<file path="config.mk">
export PLATFORM = sky130hd
export DESIGN_NAME = mips_registers_16
export DESIGN_NICKNAME = d
export VERILOG_FILES = /design/src/rtl/mips_registers_16_pkg.sv /design/src/rtl/mips_registers_16_register16.sv /design/src/rtl/mips_registers_16.sv
export SDC_FILE = /design/constraint.sdc
export NUM_CORES = 1
export LEC_CHECK = 0
export CAP_MARGIN = 20
export CELL_PAD_IN_SITES_DETAIL_PLACEMENT = 2
export CELL_PAD_IN_SITES_GLOBAL_PLACEMENT = 2
export CORE_AREA = 8 8 131 157
export DETAILED_ROUTE_END_ITERATION = 7
export DIE_AREA = 0 0 139 165
export GPL_ROUTABILITY_DRIVEN = 0
export PLACE_DENSITY = 0.81
export RECOVER_POWER = 25
export SETUP_SLACK_MARGIN = 0.1
export SLEW_MARGIN = 15
export SYNTH_ARGS = -nofsm -noshare
export SYNTH_HDL_FRONTEND = slang
export SYNTH_SLANG_ARGS = --single-unit
</file>
<file path="constraint.sdc">
create_clock -name clk -period 2.1 [get_ports clk]
set_clock_uncertainty 0.1 [all_clocks]
set_input_delay 0.42 -clock clk [delete_from_list [all_inputs] [get_ports clk]]
set_output_delay 0.42 -clock clk [all_outputs]
set_load 0.01 [all_outputs]
</file>
<file path="src/rtl/mips_registers_16_pkg.sv">
// Shared MIPS16 constants: datapath width, register count, register-address
// width and the index of the hard-wired zero register. Also provides the
// depth helper used to map heap-ordered mux-tree nodes to address bits.
package mips_registers_16_pkg;

  localparam int unsigned MIPS16_DATA_W   = 16;
  localparam int unsigned MIPS16_NREG     = 8;
  localparam int unsigned MIPS16_ADDR_W   = 3;
  localparam int unsigned MIPS16_REG_ZERO = 0;

  // Depth of node k in a heap-ordered binary tree (root = node 0):
  // floor(log2(k+1)).
  function automatic int unsigned tree_depth(input int unsigned k);
    return int'($clog2(k + 2)) - 1;
  endfunction

endpackage

</file>
<file path="src/rtl/mips_registers_16_register16.sv">
// Register-file building blocks.
//   register16 : DATA_W-bit D register, synchronous active-high reset,
//                load enable.
//     clk_i, reset_i, en_i, d_i -> q_o
//   mux2_16    : DATA_W-bit 2:1 multiplexer cell (sel_i=0 -> in0_i).
//     in0_i, in1_i, sel_i -> y_o
module register16 #(
  parameter int unsigned W = 16
) (
  input  logic         clk_i,
  input  logic         reset_i,
  input  logic         en_i,
  input  logic [W-1:0] d_i,
  output logic [W-1:0] q_o
);

  logic [W-1:0] data_q;

  always_ff @(posedge clk_i) begin
    if (reset_i) begin
      data_q <= '0;
    end else if (en_i) begin
      data_q <= d_i;
    end
  end

  assign q_o = data_q;

endmodule

module mux2_16 #(
  parameter int unsigned W = 16
) (
  input  logic [W-1:0] in0_i,
  input  logic [W-1:0] in1_i,
  input  logic         sel_i,
  output logic [W-1:0] y_o
);

  assign y_o = sel_i ? in1_i : in0_i;

endmodule

</file>
<file path="src/rtl/mips_registers_16.sv">
// MIPS16 architectural register file.
//   Two combinational read ports (no write-through: a same-cycle write to the
//   read address is visible only after the edge), one synchronous write port.
//   Register 0 always reads zero. Synchronous active-high reset clears all.
// Ports:
//   clk, reset            clock, synchronous reset
//   reg_write             write enable
//   read_reg1/read_reg2   read addresses (rs / rt)
//   write_reg/write_data  write address and data
//   read_data1/read_data2 read data
module mips_registers_16
  import mips_registers_16_pkg::*;
#(
  parameter int unsigned DATA_W = MIPS16_DATA_W,
  parameter int unsigned NREG   = MIPS16_NREG,
  parameter int unsigned ADDR_W = MIPS16_ADDR_W
) (
  input  logic              clk,
  input  logic              reset,
  input  logic              reg_write,
  input  logic [ADDR_W-1:0] read_reg1,
  input  logic [ADDR_W-1:0] read_reg2,
  input  logic [ADDR_W-1:0] write_reg,
  input  logic [DATA_W-1:0] write_data,
  output logic [DATA_W-1:0] read_data1,
  output logic [DATA_W-1:0] read_data2
);

  logic [NREG-1:0]   load_en;
  logic [DATA_W-1:0] regs_q   [NREG];
  logic [DATA_W-1:0] rd1_node [2*NREG-1];
  logic [DATA_W-1:0] rd2_node [2*NREG-1];

  // Address decode gated by reg_write; the zero register never loads.
  always_comb begin
    load_en = '0;
    for (int unsigned i = 0; i < NREG; i++) begin
      if (i != MIPS16_REG_ZERO) begin
        load_en[i] = reg_write && (write_reg == ADDR_W'(i));
      end
    end
  end

  for (genvar g = 0; g < NREG; g++) begin : g_reg
    register16 #(.W(DATA_W)) u_reg (
      .clk_i   (clk),
      .reset_i (reset),
      .en_i    (load_en[g]),
      .d_i     (write_data),
      .q_o     (regs_q[g])
    );

    // Leaves of the read trees; the zero register is hard-wired so it reads
    // zero even before the first reset.
    if (g == MIPS16_REG_ZERO) begin : g_leaf_zero
      assign rd1_node[NREG-1+g] = '0;
      assign rd2_node[NREG-1+g] = '0;
    end else begin : g_leaf
      assign rd1_node[NREG-1+g] = regs_q[g];
      assign rd2_node[NREG-1+g] = regs_q[g];
    end
  end

  // Read muxes as heap-ordered trees of 2:1 cells: node k takes children
  // 2k+1 (bit=0) and 2k+2 (bit=1); the root level decodes the address MSB.
  for (genvar k = 0; k < NREG - 1; k++) begin : g_mux
    localparam int unsigned SEL_BIT = ADDR_W - 1 - tree_depth(k);

    mux2_16 #(.W(DATA_W)) u_mux1 (
      .in0_i (rd1_node[2*k+1]),
      .in1_i (rd1_node[2*k+2]),
      .sel_i (read_reg1[SEL_BIT]),
      .y_o   (rd1_node[k])
    );

    mux2_16 #(.W(DATA_W)) u_mux2 (
      .in0_i (rd2_node[2*k+1]),
      .in1_i (rd2_node[2*k+2]),
      .sel_i (read_reg2[SEL_BIT]),
      .y_o   (rd2_node[k])
    );
  end

  assign read_data1 = rd1_node[0];
  assign read_data2 = rd2_node[0];

endmodule

</file>
==> Word level (Yosys, flattened, before mapping) <==
Cells that the tools add are included.
{ "totals": {"ramBits": 0, "latchBits": 0, "n_memories": 0, "inputBits": 28, "elab_cells": 35, "ff_bits": 112, "mem_bits_ro": 0, "output_inout_bits": 32} }
{ "op_classes": {"n_lt_le_gt_ge": 0, "muxes": 14, "n_bitwise": 0, "eq_ne": 7, "multipliers": 0, "shifts": 0, "n_div": 0, "reduce_logical": 7, "n_addsub": 0} }
{ "ops": {"columns": ["cell", "count"], "rows": [
  ["2-to-1 mux 16 bit", 14],
  ["== test 3 bit, second input constant", 4],
  ["logical AND 1 bit", 7],
  ["== test 3 x 2 -> 1 bit, second input constant", 2],
  ["== test 3 x 1 -> 1 bit, second input constant", 1]
]} }

==> Depth between registers and ports, before layout <==
{ "depth": {"ltp_word": 3, "depth_mapped": 6, "mapped_depth_nobuf": 3} }

==> Hierarchy <==
From an unflattened synthesis, not the netlist that was laid out.
{ "unflattened": {"cells_unflattened": 624, "area_unflattened_um2": 7634.8} }
{ "modules_own_cells": {"columns": ["module", "cells_each", "seq_area_each_um2", "area_each_um2", "n_inst"], "rows": [
  ["register16", 52, 320.3, 580.6, 7],
  ["mux2_16", 18, 0.0, 249.0, 14],
  ["mips_registers_16", 8, 0.0, 85.1, 1]
]} }

==> Least setup slack after synthesis <==
Ideal clock, no wire load.
{ "synth_path": {"path_type": "in2out", "startpoint": "in read_reg1[1]", "endpoint": "out read_data1[14]", "path_stages": 5, "n_path_buf": 3, "slack_ns": 0.187, "t_required_ns": 1.580, "arrival_time_ns": 1.393, "path_cell_list": "buf_2 nor2b_1 clkbuf_2 buf_6 a221oi_1"} }
{ "synth_via": {"elab_chain_cells": 2, "elab_cells_between_ends": 3, "classes_between": "mux: 3"} }
{ "synth_rtl": {"columns": ["item", "line_no", "source"], "rows": [
  ["start: declaration", "mips_registers_16.sv:21", "input logic [ADDR_W-1:0] read_reg1,"],
  ["2-to-1 mux 16 bit", "mips_registers_16_register16.sv:40", "assign y_o = sel_i ? in1_i : in0_i;"],
  ["2-to-1 mux 16 bit (*)", "mips_registers_16_register16.sv:40", null],
  ["end: declaration", "mips_registers_16.sv:25", "output logic [DATA_W-1:0] read_data1,"]
]} }
Every way passes the cells marked *; elsewhere a longest branch is shown, timed or not.

==> Final worst setup path <==
{ "layout_path": {"startpoint": "in read_reg2[2]", "endpoint": "out read_data2[7]"} }
{ "layout_via": {"elab_chain_cells": 1} }
{ "layout_rtl": {"columns": ["item", "line_no", "source"], "rows": [
  ["start: declaration", "mips_registers_16.sv:22", "input logic [ADDR_W-1:0] read_reg2,"],
  ["2-to-1 mux 16 bit", "mips_registers_16_register16.sv:40", null],
  ["end: declaration", "mips_registers_16.sv:26", "output logic [DATA_W-1:0] read_data2"]
]} }
Every way passes these cells.

==> reports/metrics.csv <==
stage,metric,value,unit
route,final WL,35220,um
setup_path,worst r2r dst,g_reg[4].u_reg.q_o[3],
cts,htree depth,3,
timing,Tcrit/Tclk final,105.2,%
route,DRC viols,0,
route,Vias/cell,6.481,
flow_run,max cap viols,0,
logic_synthesis,Post-Syn Nets,728,
grt,vias in the first global route,7169,
placement,Post-DP HPWL,17740,um
floorplan,DIE AREA,0.02294,mm^2
cts,"Clk pin slew, worst setup/hold paths",80,ps
min_path,Hold EP,g_reg[2].u_reg.q_o[3],
run_status,status,finished with violations,
timing,post-layout min period,2210,ps
cells_and_area,Area Overhead vs Synth,29.24,%
setup_path,r2r startpoint,g_reg[4].u_reg.q_o[3],
power_and_ir_drop,worst vdd ir,0.3847,mV
grt,M3 GR Usage,5.350,%
placement,Inst Count DP,966,
cts,total CTS buffers,9,
cells_and_area,ANT cells,0,
grt,GRT Max-Usage Layer,met2,
min_path,worst hold path type,in2reg,
timing,max frequency,452.6,MHz
cells_and_area,Layout Cells excl Fill,998,
min_path,Hold Crit Depth,2,
route,Avg WL per Cell,35.29,um
logic_synthesis,ys async rst share,0,%
cells_and_area,post-route cell area,0.008444,mm^2
logic_synthesis,Synth Register Bits,112,
cts,CTS tree,done,
setup_path,Critical Path RT,1580,ps
grt,grt total ovfl,0,
run_status,failing checks,setup timing,
cells_and_area,Final Core Density,46.99,%
logic_synthesis,Most used DFF post-synth,dfxtp_1,
placement,"Cell Area, Placed",0.007511,mm^2
power_and_ir_drop,Leak Pwr,3.038,nW
timing,Tightest Pin Transition,643.7,ps
floorplan,Ports,60,
grt,first-pass GRT wire length,49760,um
floorplan,Initial Utilization,36.35,%
setup_path,CP startpoint kind,input port,
floorplan,Rows,54,
min_path,hold_sp,reset,
placement,# port buffers,59,
route,ANT nets after route,0,
cts,clk buf depth,2,
grt,Total Routing Usage GR,29.36,%
placement,Place WS,-1126,ps
logic_synthesis,Ys Warns,0,
logic_synthesis,sequential-to-total area share from yosys stat,34.32,%
power_and_ir_drop,Tot Pwr,5.104,mW
grt,antenna violations before repair,0,
grt,largest net degree at the start of global routing,28,
grt,GR Layer Usage met1,31.78,%
setup_path,crit path DAT,1690,ps
timing,unrepaired setup endpoints after global routing,yes,
route,Vias,6468,
grt,routing usage on met2,51.23,%
route,Detailed Route Iter0 Violations,560,
timing,# setup viols final,16,
power_and_ir_drop,PwrDens,604.4,mW/mm^2
timing,Slew headroom,56.93,%
setup_path,Critical Path Sink Type,primary output,
cts,CTS root buf,clkbuf_16,
floorplan,Die H,165,um
cts,clk sinks,112,
cts,hold_buf cts,0,
logic_synthesis,Cell variety after synth,28,
timing,PnR worst setup slack,-109.7,ps
floorplan,chip width,139,um
logic_synthesis,"EDFF count, synth",0,
timing,final hold vios,0,
floorplan,core footprint,0.01797,mm^2
logic_synthesis,Synth Area per Inst,9.334,um^2
setup_path,Crit Path Max Fanout,7,
setup_path,R2R setup slack,1030,ps
logic_synthesis,Post-Syn Area,0.006534,mm^2
cells_and_area,nets,797,
setup_path,Setup CP Type,in2out,
cells_and_area,Largest register FFs,112,
cells_and_area,share of layout cells above drive strength 1,37.60,%
logic_synthesis,Syn Inst Count,700,
setup_path,r2r worst-path depth,2,
cts,worst skew pair latency,380,ps
timing,Max Slew Vio Count,0,
route,Pre-Repair DR Iteration Count,5,
[Yosys cell counts (3+ instances only)]
library cell	count	area, um^2
nand2_2	3	18.77
nand2_1	221	829.6
a21oi_1	60	300.3
and4b_1	3	30.03
and4bb_1	3	37.54
clkbuf_1	4	15.01
nand4bb_1	3	33.78
clkbuf_2	5	25.02
mux2_4	20	300.3
buf_4	12	90.09
buf_6	26	292.8
a221oi_1	22	192.7
mux2i_1	64	640.6
mux2_2	12	135.1
a221oi_2	42	630.6
a21oi_2	52	455.4
buf_2	16	80.08
nand4b_2	3	45.04
dfxtp_1	112	2242
buf_1	5	18.77
[per-layer routing]
layer  vias up  wire length (um)
met5         -                 0
met4         0              2628
met3       173              1993
met2       364             17170
met1      3307             13420
li1       2624                 -
[critical path, stage by stage]
cell and delay, ps:
buf_12 90, buf_8 100, nor2b_4 290, buf_12 200
a221oi_4 80, a221oi_2 270, buf_2 220
[power by group]
| part | total, mW | leakage (nW) | switching (mW) | internal [mW] |
|---|---|---|---|---|
| combinational | 1.06 | 1.99 | 0.621 | 0.438 |
| sequential | 2.22 | 0.916 | 0.0586 | 2.17 |
| clock | 1.82 | 0.127 | 0.976 | 0.845 |
[through the flow]
stage	hold slack, ps	TNS, ps
after global placement	353.3	-32590
after global routing	352.4	-1033
after floorplan	342.4	0
after detailed placement	370.1	-34520
after CTS	345.5	-38.47
final	342.3	-707.8
[final cells by class]
class                      instances  area (um^2)
tap                              224        280.3
fill                            1842         9528
timing repair buffer             130         1403
clock inverter                     6        43.79
multi-input combinational        516         4205
clock buffer                      10        239.0
sequential                       112         2273
[worst max-delay path by stage]
stage | cells after the start | slack, ps | endpoint | from
final | 7 | -110 | read_data2[7] | read_reg2[2]
after global placement | 5 | -1080 | read_data2[4] | read_reg2[1]
after floorplan | 5 | 190 | read_data1[14] | read_reg1[1]
after global routing | 5 | -110 | g_reg[5].u_reg.q_o[8] | write_reg[2]
after CTS | 7 | -40 | read_data1[12] | read_reg1[2]
after detailed placement | 4 | -1130 | read_data2[0] | read_reg2[1]
[cell usage in the layout (no fill, tap or decap), drive strengths merged]
cell type / count
nor2b: 4
mux2: 32
mux2i: 64
inv: 1
and4b: 3
nand4bb: 3
and2: 2
clkinv: 1
dfxtp: 112
dlygate4sd3: 1
nand4b: 3
a21oi: 112
nand2: 224
clkinvlp: 4
buf: 107
and4bb: 3
clkbuf: 13
a221oi: 64
clkdlybuf4s50: 19
and4: 1
nand4: 1
[cell families (layout without fill, tap and decap cells)]
group                  count (synthesis)  count (layout)  synth area share, %
and+or+nand+nor                      244             244                16.26
DFF                                  112             112                34.32
buffers and inverters                 72             146                8.790
muxes                                 96              96                16.47
AOI/OAI and AO/OA                    176             176                24.17
[timing repair]
action	in CTS	in global routing
pin swaps	22	12
setup endpoints to repair	32	35
setup buffers	12	4
hold endpoints to repair	0	0
cloned	1	0
resized for setup	266	26
Power figures use the tool's default switching activity.
